--- config.mk ---
export PLATFORM = sky130hd
export DESIGN_NAME = hamming_secded_decoder
export DESIGN_NICKNAME = d
export VERILOG_FILES = /design/src/rtl/hamming_pkg.sv /design/src/rtl/hamming_syndrome.sv /design/src/rtl/hamming_secded_decoder.sv
export SDC_FILE = /design/constraint.sdc
export NUM_CORES = 1
export LEC_CHECK = 0
export CAP_MARGIN = 40
export CORE_AREA = 5 5 71 73
export CTS_BUF_LIST = sky130_fd_sc_hd__clkbuf_2
export CTS_CLUSTER_DIAMETER = 150
export DETAILED_ROUTE_END_ITERATION = 8
export DIE_AREA = 0 0 76 78
export GPL_ROUTABILITY_DRIVEN = 1
export PLACE_DENSITY = 0.78
export REMOVE_ABC_BUFFERS = 1
export SETUP_SLACK_MARGIN = 0.05
export SLEW_MARGIN = 40
export SYNTH_ARGS = -nofsm -noshare
export SYNTH_HDL_FRONTEND = slang
export SYNTH_SLANG_ARGS = --single-unit
--- constraint.sdc ---
create_clock -name clk -period 2.48 [get_ports clk]
set_clock_uncertainty 0.1 [all_clocks]
set_input_delay 0.496 -clock clk [delete_from_list [all_inputs] [get_ports clk]]
set_output_delay 0.496 -clock clk [all_outputs]
set_load 0.01 [all_outputs]
--- src/rtl/hamming_pkg.sv ---
// Shared Hamming SECDED helpers: check-bit count, position mapping and error classes.
package hamming_pkg;

   typedef enum logic [1:0] {ERR_NONE, ERR_SINGLE, ERR_DOUBLE} err_class_e;

   localparam int MAX_POS = 128;

   // Smallest r with 2^r >= data_w + r + 1 (descending scan keeps the smallest hit).
   function automatic int parity_w(input int data_w);
      int r;
      r = 0;
      for (int i = 7; i >= 1; i--) begin
         if ((1 << i) >= data_w + i + 1) r = i;
      end
      return r;
   endfunction

   function automatic bit is_pow2(input int pos);
      return (pos != 0) && ((pos & (pos - 1)) == 0);
   endfunction

   function automatic int data_pos(input int i);
      int cnt;
      int res;
      cnt = 0;
      res = 0;
      for (int k = 1; k < MAX_POS; k++) begin
         if (!is_pow2(k)) begin
            if (cnt == i && res == 0) res = k;
            cnt++;
         end
      end
      return res;
   endfunction

endpackage

--- src/rtl/hamming_syndrome.sv ---
// Combinational syndrome and overall-parity generator for a SECDED codeword.
module hamming_syndrome
   import hamming_pkg::*;
#(
   parameter int    DATA_W   = 8,
   localparam int   PARITY_W = parity_w(DATA_W),
   localparam int   N        = DATA_W + PARITY_W,
   localparam int   CW_W     = N + 1
) (
   input  logic [CW_W-1:0]     cw_i,
   output logic [PARITY_W-1:0] syn_o,
   output logic                par_o
);

   always_comb begin
      syn_o = '0;
      for (int k = 1; k <= N; k++) begin
         if (cw_i[k]) syn_o = syn_o ^ PARITY_W'(k);
      end
   end

   assign par_o = ^cw_i;

endmodule

--- src/rtl/hamming_secded_decoder.sv ---
// Two-stage pipelined Hamming SECDED decoder with valid/ready streaming.
// Define HAMMING_DEC_CNT_EN to build the saturating corrected/uncorrectable counters.
module hamming_secded_decoder
   import hamming_pkg::*;
#(
   parameter int    DATA_W   = 8,
   parameter int    CNT_W    = 16,
   localparam int   PARITY_W = parity_w(DATA_W),
   localparam int   CW_W     = DATA_W + PARITY_W + 1
) (
   input  logic                clk,
   input  logic                rst_n,
   input  logic                in_valid,
   output logic                in_ready,
   input  logic [CW_W-1:0]     cw_in,
   output logic                out_valid,
   input  logic                out_ready,
   output logic [DATA_W-1:0]   data_out,
   output logic                err_single,
   output logic                err_double,
   output logic [PARITY_W-1:0] err_pos,
   input  logic                cnt_clr,
   output logic [CNT_W-1:0]    corr_cnt,
   output logic [CNT_W-1:0]    uncorr_cnt
);

   localparam int N = DATA_W + PARITY_W;

   logic                s1_valid_q;
   logic [CW_W-1:0]     s1_cw_q;
   logic [PARITY_W-1:0] s1_syn;
   logic                s1_par;
   err_class_e          cls;
   logic [CW_W-1:0]     corr_cw;
   logic [DATA_W-1:0]   raw_data, cor_data, data_d;
   logic                s2_ready;
   logic                out_valid_q, err_single_q, err_double_q;
   logic [DATA_W-1:0]   data_q;
   logic [PARITY_W-1:0] err_pos_q;

   // A word moves on valid && ready; a stage may load when it is empty or its
   // contents leave in the same cycle, so ready flows back combinationally.
   assign s2_ready = !out_valid_q || out_ready;
   assign in_ready = !s1_valid_q || s2_ready;

   always_ff @(posedge clk or negedge rst_n) begin
      if (!rst_n) begin
         s1_valid_q <= 1'b0;
         s1_cw_q    <= '0;
      end else if (in_ready) begin
         s1_valid_q <= in_valid;
         if (in_valid) s1_cw_q <= cw_in;
      end
   end

   hamming_syndrome #(.DATA_W(DATA_W)) u_syndrome (
      .cw_i  (s1_cw_q),
      .syn_o (s1_syn),
      .par_o (s1_par)
   );

   // Odd parity with a syndrome beyond the last position cannot be a single flip.
   always_comb begin
      cls = ERR_NONE;
      if (s1_par) cls = (int'(s1_syn) > N) ? ERR_DOUBLE : ERR_SINGLE;
      else if (s1_syn != '0) cls = ERR_DOUBLE;
   end

   assign corr_cw = s1_cw_q ^ (CW_W'(1) << s1_syn);

   for (genvar i = 0; i < DATA_W; i++) begin : g_data
      localparam int P = data_pos(i);
      assign raw_data[i] = s1_cw_q[P];
      assign cor_data[i] = corr_cw[P];
   end

   assign data_d = (cls == ERR_SINGLE) ? cor_data : raw_data;

   always_ff @(posedge clk or negedge rst_n) begin
      if (!rst_n) begin
         out_valid_q  <= 1'b0;
         data_q       <= '0;
         err_single_q <= 1'b0;
         err_double_q <= 1'b0;
         err_pos_q    <= '0;
      end else if (s2_ready) begin
         out_valid_q <= s1_valid_q;
         if (s1_valid_q) begin
            data_q       <= data_d;
            err_single_q <= (cls == ERR_SINGLE);
            err_double_q <= (cls == ERR_DOUBLE);
            err_pos_q    <= s1_syn;
         end
      end
   end

   assign out_valid  = out_valid_q;
   assign data_out   = data_q;
   assign err_single = err_single_q;
   assign err_double = err_double_q;
   assign err_pos    = err_pos_q;

`ifdef HAMMING_DEC_CNT_EN
   logic             out_hs;
   logic [CNT_W-1:0] corr_cnt_q, uncorr_cnt_q;

   assign out_hs = out_valid_q && out_ready;

   // Clear takes priority over a same-cycle increment; both counters stick at all-ones.
   always_ff @(posedge clk or negedge rst_n) begin
      if (!rst_n) begin
         corr_cnt_q   <= '0;
         uncorr_cnt_q <= '0;
      end else if (cnt_clr) begin
         corr_cnt_q   <= '0;
         uncorr_cnt_q <= '0;
      end else if (out_hs) begin
         if (err_single_q && corr_cnt_q != '1)   corr_cnt_q   <= corr_cnt_q + 1'b1;
         if (err_double_q && uncorr_cnt_q != '1) uncorr_cnt_q <= uncorr_cnt_q + 1'b1;
      end
   end

   assign corr_cnt   = corr_cnt_q;
   assign uncorr_cnt = uncorr_cnt_q;
`else
   logic unused_cnt_clr;
   assign unused_cnt_clr = cnt_clr;
   assign corr_cnt       = '0;
   assign uncorr_cnt     = '0;
`endif

endmodule

==> results.sh <==
export IMPL_leakagePower_nw=0.947
export IMPL_final_antenna_net_count=0
export IMPL_grt_antenna_before_repair=0
export IMPL_num_vias=1295
export IMPL_cp_cell_sequence="clkdlybuf4s50_1 > nand3b_1 > clkdlybuf4s50_1"
export IMPL_synth_cell_types=33
export IMPL_ff2ff_path_depth=5
export IMPL_timing_fmax_mhz=435
export IMPL_rsz0062_at_grt="false"
export IMPL_synthTopCellsByArea="dfrtp_1, buf_4, mux2_2"
export IMPL_track_usage_pct=12.1
export IMPL_post_route_util_pct=52.1
export IMPL_netlist_instances=179
export IMPL_syn_avg_cell_area_um2=10.8
export IMPL_start_kind="primary input"
export IMPL_die_height_um=78
export IMPL_cp_required_ns=1.88
export IMPL_crit_type="primary input to output pin"
export IMPL_drt_initial_drc_count=74
export IMPL_clk_path_buf_depth=2
export IMPL_initial_core_util_pct=45.1
export IMPL_synth_seq_area_share_pct=37.4
export IMPL_cts_tree="built"
export IMPL_hold_path_depth=2
export IMPL_grt_start_max_net_pins=30
export IMPL_num_antenna_cells=0
export IMPL_finalCritPeriodShare_pct=92.6
export IMPL_yosys_warnings=0
export IMPL_cts_repair_resized=0
export IMPL_p_per_area_nw_per_um2=932
export IMPL_cts_hold_buf=0
export IMPL_insertion_delay_ns=0.35
export IMPL_clk_pin_slew_worst_paths_ns=0.14
export IMPL_htree_num_levels=2
export IMPL_clock_sinks=29
export IMPL_grt_first_pass_wirelength_um=5800
export IMPL_max_cap_violations=0
export IMPL_cp_slowest_stage_delay_ns=0.56
export IMPL_critPathArrivalTime_ns=1.70
export IMPL_worst_pin_slew_ns=0.509
export IMPL_firstDrtPassIters=4
export IMPL_io_buffer_count=32
export IMPL_worstSetupEndpointType="output pin"
export IMPL_cpMostUsedCell="clkdlybuf4s50_1"
export IMPL_crit_slowest_cell="clkdlybuf4s50_1"
export IMPL_yosys_area_top_type="dfrtp_1"
export IMPL_viasPerCell=4.85
export IMPL_gr_total_overflow=0
export IMPL_syn_to_final_growth_pct=15.4
export IMPL_root_buffer="clkbuf_2"
export IMPL_wl_per_cell_um=13.6
export IMPL_finalMaxSlewViolations=0
export IMPL_first_global_vias=1190
export IMPL_syn_area_um2=1940
export IMPL_ys_seq_elements=29
export IMPL_wl_um=3640
export IMPL_post_dp_hpwl_um=2780
export IMPL_setup_violations=0
export IMPL_gp_congestion=0.799
export IMPL_peakVddDrop_v=0.000447
export IMPL_fin_crit_ns=2.30
export IMPL_hold_viol=0
export IMPL_cp_max_fo=3
export IMPL_yosysTopAreaCellShare_pct=37.4
export IMPL_drive_above_1_share_pct=18.1
export IMPL_core_um2=4290
export IMPL_relSlewSlack_pct=65.9
export IMPL_ioPinCount=66
export IMPL_fp_dieW_um=76
export IMPL_status="finished, final reports clean"
export IMPL_finalPower_w=0.00209
export IMPL_drc=0
export IMPL_min_path_type="flop to flop"
export IMPL_dieArea_um2=5930
export IMPL_rows=24
export IMPL_cts_buffers=5
export IMPL_fin_setup_tns_ns=0
export IMPL_nets=233
export IMPL_postCtsSetupBuffers=0
export IMPL_fin_hold_ws_ns=0.390
==> cell families after synthesis <==
kind of cell / count (synthesis) / share of synthesized area [%]
other: 1 / 0.193
and+or+nand+nor: 43 / 13.2
muxes: 13 / 7.55
buffers and inverters: 38 / 13.6
AOI/OAI and AO/OA: 32 / 12.3
xor gates and xnor gates: 23 / 15.8
DFF: 29 / 37.4
==> state kept, by name (all words and copies together), names as in the netlist <==
name	cells
out_valid	1
err_double	1
err_single	1
s1_cw_q	13
s1_valid_q	1
err_pos	4
data_out	8
==> where the power goes <==
| group | leakage [nW] | internal (W) | total, W | switching (W) |
|---|---|---|---|---|
| Combinational | 0.578 | 0.000581 | 0.00117 | 0.000594 |
| Sequential | 0.342 | 0.000597 | 0.000696 | 0.0000989 |
| Clock | 0.0265 | 0.0000657 | 0.000216 | 0.000150 |
| Total | 0.947 | 0.00124 | 0.00209 | 0.000842 |
==> per-stage QoR <==
| step | area [um2] | setup WS [ns] | instances |
|---|---|---|---|
| after floorplan | 1800 | 0.503 | 173 |
| after global placement | 2200 | 0.222 | 260 |
| after detailed placement | 2200 | 0.174 | 260 |
| after CTS | 2240 | 0.168 | 267 |
| after global routing | 2240 | 0.0501 | 267 |
| final | 2240 | 0.183 | 267 |
==> synth_stat cells <==
cell      instances
buf_1             1
o211ai_1          7
xor2_2            3
and2_1            2
xor2_1            2
inv_1             1
buf_4            32
o21ai_0           5
nand4_4           1
conb_1            1
nand2b_1          3
nand2_1          22
nor2_1            2
clkbuf_1          4
a21o_1            2
xnor2_1          11
dfrtp_1          29
nand4_1           4
a31oi_1           2
xnor3_2           1
or2_2             1
nand3_1           2
a31o_1            1
a2111o_1          7
nand4_2           3
a21oi_1           7
xor3_4            1
nand3b_1          1
xnor2_2           4
o211a_1           1
xnor3_4           1
nand2b_4          2
mux2_2           13
==> critical path, delay by kind of cell <==
family                 cells  cell delay, ns
buffers and inverters      2            1.03
AND/OR/NAND/NOR            1            0.17
==> worst paths after layout <==
path | startpoint | endpoint | slack, ns
max in group asynchronous | rst_n | s1_cw_q[4] | 1.58
min in group asynchronous | rst_n | data_out[5] | 0.41
min reg2reg | err_pos[3] | err_pos[3] | 0.39
max reg2reg | s1_cw_q[3] | data_out[4] | 0.21
max | out_ready | in_ready | 0.18
min | err_pos[3] | err_pos[3] | 0.39
==> area by class of cell <==
class / count / area [um2]
fillers: 407 / 2060
multi-input cells: 143 / 1070
flip-flops and latches: 29 / 726
repair buffers: 35 / 343
well taps: 52 / 65.1
clock buffers: 6 / 30.0
clock inverters: 1 / 3.75
inverters: 1 / 3.75
==> layer usage <==
layer  part of all wire [%]  routed length [um]  track usage (%)  vias to the layer above
met2                     49                1790             19.3                       42
met5                      0                   0                0                        -
li1                       -                   -                -                      634
met1                     42                1520             15.3                      613
met4                    1.3                  48             4.27                        0
met3                    7.6                 277             4.05                        6
==> layout by cell type, fill, tap and decap left out, types with 2 or more instances in the layout <==
master and count:
clkdlybuf4s50_1 32, xor2_2 3, o21ai_0 5, conb_1 32, a2111o_1 7, o211ai_1 7, a21oi_1 7, nor2_1 2
a31oi_1 2, xnor2_2 4, nand2_1 22, and2_1 2, xnor2_1 11, dfrtp_1 29, clkbuf_2 6, nand3_1 2
xor2_1 2, mux2_2 13, nand2b_1 3, nand2b_4 2, nand4_2 3, nand4_1 4, buf_4 3, a21o_1 2
Note: power is estimated with default switching activity, not from simulation.
==> RTL edit 1: new RTL, same settings <==
`DATA_W` is set to 8 in 2 places; all go to 9.
--- a/src/rtl/hamming_syndrome.sv
+++ b/src/rtl/hamming_syndrome.sv
@@ -2,7 +2,7 @@
 module hamming_syndrome
    import hamming_pkg::*;
 #(
-   parameter int    DATA_W   = 8,
+   parameter int    DATA_W   = 9,
    localparam int   PARITY_W = parity_w(DATA_W),
    localparam int   N        = DATA_W + PARITY_W,
    localparam int   CW_W     = N + 1
--- a/src/rtl/hamming_secded_decoder.sv
+++ b/src/rtl/hamming_secded_decoder.sv
@@ -3,7 +3,7 @@
 module hamming_secded_decoder
    import hamming_pkg::*;
 #(
-   parameter int    DATA_W   = 8,
+   parameter int    DATA_W   = 9,
    parameter int    CNT_W    = 16,
    localparam int   PARITY_W = parity_w(DATA_W),
    localparam int   CW_W     = DATA_W + PARITY_W + 1
Interface: changed (resized cw_in and data_out); port bits go from 66 to 68. The function was not compared with the original's and may differ.
==> RTL edit 1 against the unedited design <==
- critical path depth is the same
- synthesized area grew 14%
- die area is the same
- sequential cell count grew 2
- clock power grew 4%
- worst setup slack gained 0.044 ns
- final cell count grew 12%
- critical path type unchanged
- final area grew 14%
- total power grew 24%
- sequential share of layout area shrank 2.0 points
- wire length grew 12%
- global-route usage grew 2.0 points
- utilization grew 7.3 points
==> RTL edit 1: results (changes against the unedited design) <==
Global route
  • Met1 GRT Util: 0.171 (+0.0182)
  • M3 GR Usage: 0.0382 (-0.00231)
  • GR Util met2: 0.238 (+0.0445)
  • First-pass GRT wire length: 6840 µm (+18%)
  • Largest net degree at the start of global routing: 32 (+6.7%)
  • All-Layer GR Usage: 0.141 (+0.0197)
  • Vias in the first global route: 1498 (+26%)

Synth
  • Register area share after synthesis: 0.351 (-0.0236)
  • Count of different cell masters after synthesis: 37 (+12%)
  • Area contributors post-synth: dfrtp_1 35%, buf_4 11%, mux2_2 7.1%
  • Gate Count Post-Synth: 207 (+16%)
  • Synth cell count leaders: 32 x buf_4, 31 x dfrtp_1, 24 x nand2_1, 14 x mux2_2, 12 x o211ai_1

Power and ir drop
  • Leakage: 0.00114 µW (+20%)
  • Worst IR drop on VDD: 0.000497 V (+11%)

Outcome
  • Status: finished, final reports clean

Place
  • Final HPWL DP: 3220 µm (+15%)
  • Placed cell count: 292 (+12%)
  • Port bufs: 34 (+6.3%)

Setup path
  • FF-to-FF Start: s1_cw_q[12]

Route
  • Total wire length: 4080 µm (+12%)
  • Initial DRC Count: 58 (-22%)
  • DR vias/cell: 5.22 (+7.6%)

Finish
  • Final-stage net count: 266 (+14%)
  • Share of layout cells above drive strength 1: 0.150 (-0.0316)

Min path
  • Worst min-delay path startpoint: err_pos[2]

CTS
  • CTS Buf Count: 5 (unchanged)
-- RTL edit 1: final timing paths --
kind / end / slack (ns) / cells after the start
max: in_ready / 0.23 / 3
min: err_pos[2] / 0.39 / 2
max reg2reg: data_out[0] / 0.24 / 5
min reg2reg: err_pos[2] / 0.39 / 2
max in group asynchronous: s1_cw_q[4] / 1.58 / 2
min in group asynchronous: err_pos[2] / 0.40 / 2
-- RTL edit 1: stage by stage --
step           instance area [µm²]  utilization  total power (µW)  setup WS [ns]
2_1_floorplan                 2050            -              1850          0.390
3_3_place_gp                  2520        0.586              2340          0.231
3_5_place_dp                  2520        0.586              2370          0.218
4_1_cts                       2550        0.594              2610          0.215
5_1_grt                       2550        0.594              2770          0.119
6_report                      2550        0.594              2590          0.228
-- RTL edit 1: kinds of logic (layout without fill, tap and decap cells) --
kind of cell,after synthesis,in the layout,share of synthesized area
compound gates,36,36,0.118
xor+xnor,27,27,0.208
buf+inv,40,49,0.125
flops,31,31,0.351
mux,14,14,0.0713
other cells,1,32,0.00170
simple gates,58,58,0.126
-- RTL edit 1: report_power, final --
part | switching, µW | total [µW] | internal [µW]
clock | 165 | 225 | 59.5
sequential | 117 | 761 | 644
combinational | 817 | 1600 | 785
-- RTL edit 1: tightest hold or removal path, cell delays in order (launching register included) --
cell	delay [ns]
dfrtp_1	0.37
nand2_1	0.04
o21ai_0	0.06
-- RTL edit 1: final cells by class --
type,count,area (µm²)
clock inverters,2,8.76
fillers,379,1740
flip-flops and latches,31,776
repair buffers,42,400
clock buffers,5,25.0
multi-input cells,167,1280
well taps,52,65.1
-- RTL edit 1: routing by layer --
layer / wire (µm) / vias to the layer above
met5: 0 / -
met4: 64 / 0
met3: 432 / 6
met2: 1930 / 71
met1: 1660 / 733
li1: - / 751
==> RTL edit 2: new RTL, same flow settings <==
Made on the original files. Put one more register stage on the output `err_pos`, without a reset. The value now appears one clock later. The other outputs are not delayed to match.
--- a/src/rtl/hamming_secded_decoder.sv
+++ b/src/rtl/hamming_secded_decoder.sv
@@ -98,7 +98,9 @@
    assign data_out   = data_q;
    assign err_single = err_single_q;
    assign err_double = err_double_q;
-   assign err_pos    = err_pos_q;
+   always_ff @(posedge clk) begin
+      err_pos <= err_pos_q;
+   end
 
 `ifdef HAMMING_DEC_CNT_EN
    logic             out_hs;
Formal check against the unedited RTL: not equivalent (a bounded check fails within 4 cycles, from zero or initial values and one cycle with rst_n low).
==> RTL edit 2 against the unedited design <==
- total power grew 1.3%
- synthesized area shrank 0.19%
- sequential cell count grew 4
- global-route usage shrank 0.89 points
- synthesized cell count shrank 1.1%
- final area grew 0.62%
- non-clock buffer count grew 1
- sequential power grew 14%
- worst setup slack gained 0.044 ns
- wire length shrank 14%
- critical endpoint unchanged
- largest cell class unchanged
- highest routed layer unchanged
==> RTL edit 2: results (changes against the unedited design) <==
CTS
  • PostCTS Resize Cnt: 0 (unchanged)
  • Cts hold-fix bufs: 0 (unchanged)
  • Clock transition at the registers of the reported paths: 0.16 ns (+0.02 ns)

Power and ir drop
  • Leakage: 0.000984 µW (+3.9%)
  • Pwr Total: 2110 µW (+1.3%)
  • Comb pwr: 1070 µW (-9%)
  • Worst IR drop on VDD: 0.000358 V (-20%)
  • Pint: 1310 µW (+5.1%)
  • Seq pwr share: 0.376 (+0.042)

Place
  • Final HPWL DP: 2520 µm (-9.5%)
  • Place WS: 0.225 ns (+0.0504 ns)
  • DP Area: 0.00221 mm² (+0.34%)
  • GP Congestion: 0.823 (+3.0%)

Global route
  • Vias in the first global route: 1255 (+5.5%)
  • First-pass GRT wire length: 5510 µm (-4.9%)
  • All-Layer GR Usage: 0.112 (-0.00888)

Finish
  • Share of layout cells above drive strength 1: 0.181 (-0.000840)
  • Inverters: 0 (-1)
  • Filler Cells Inserted: 406 (-0.25%)
  • Clk_buf instances: 8 (+2)
  • Non-clk buf share: 0.156 (+0.00240)
  • FF/Latch Area: 806 µm² (+11%)
  • ClkCell Share: 0.0178 (+0.00269)
  • Area of the multi-input gates: 990 µm² (-7.2%)
  • Signal buffers: 36 (+2.9%)
  • Multi-input gate count: 139 (-2.8%)
  • Seq/total area: 0.358 (+0.0336)

Timing
  • Worst Max-Slew Pin Slew: 0.523 ns (+0.0143 ns)
  • Hold Worst Slack: 0.286 ns (-0.104 ns)
  • Achievable Freq: 444 MHz (+2.0%)

Setup path
  • Reg2Reg Depth: 6 (+1)
  • FF-to-FF Start: s1_cw_q[11]
  • Setup slack, reg-to-reg: 0.37 ns (+0.16 ns)
  • Worst EP arrival: 1.66 ns (-0.04 ns)

Route
  • Total wire length: 3140 µm (-14%)
  • DR vias: 1230 (-5.0%)
  • DRT Pass-1 Iters: 4 (unchanged)
  • DR vias/cell: 4.59 (-5.4%)
  • Initial DRC Count: 37 (-50%)

Synth
  • Xor-xnor portion of the synthesized cell area: 0.175 (+0.0178)
  • Synth Warn #: 0 (unchanged)
  • Mux cell area share after synthesis: 0.0815 (+0.00597)
  • Gate Count Post-Synth: 177 (-1.1%)
  • Fraction of the mapped netlist area in compound gates: 0.0776 (-0.0450)
  • Area contributors post-synth: dfrtp_1 38%, buf_4 12%, mux2_2 8.2%
  • Count of different cell masters after synthesis: 31 (-6.1%)
  • Flops & latches, synth: 33 (+14%)
  • Post-synth ARST share: 0.879 (-0.121)
  • Synth cell count leaders: 32 x buf_4, 29 x dfrtp_1, 16 x nand2_1, 16 x o21ai_1, 14 x mux2_2
  • Register area share after synthesis: 0.417 (+0.0421)

Min path
  • Hold depth: 0 (-2)
  • Worst min-delay path startpoint: err_pos_q[0]
  • Hold Crit Endpoint: err_pos[0]

Outcome
  • Status: finished, final reports clean
## RTL edit 2: changes by cell type in the layout (fill, tap and decap cells not counted), moves of 3 or more
cell / delta
nand2_1: -6
o211ai_1: -7
xor2_1: +8
o21ai_1: +16
a2111o_1: -7
nand4_2: -3
dfxtp_1: +4
xnor2_1: -5
a21oi_1: -6
nand4_1: -4
nor2_1: +8
## RTL edit 2: logic make-up (layout without fill, tap and decap cells)
group | after synthesis | after routing
muxes | 14 | 14
buffers and inverters | 36 | 44
xor gates and xnor gates | 27 | 27
DFF | 33 | 33
AOI/OAI and AO/OA | 25 | 25
other | 1 | 32
and+or+nand+nor | 41 | 41
## RTL edit 2: per-layer routing
layer	global-route usage	vias up	wire (µm)
li1	-	610	-
met1	0.136	559	1310
met2	0.185	55	1500
met3	0.0313	6	282
met4	0.0534	0	44
met5	0	-	0
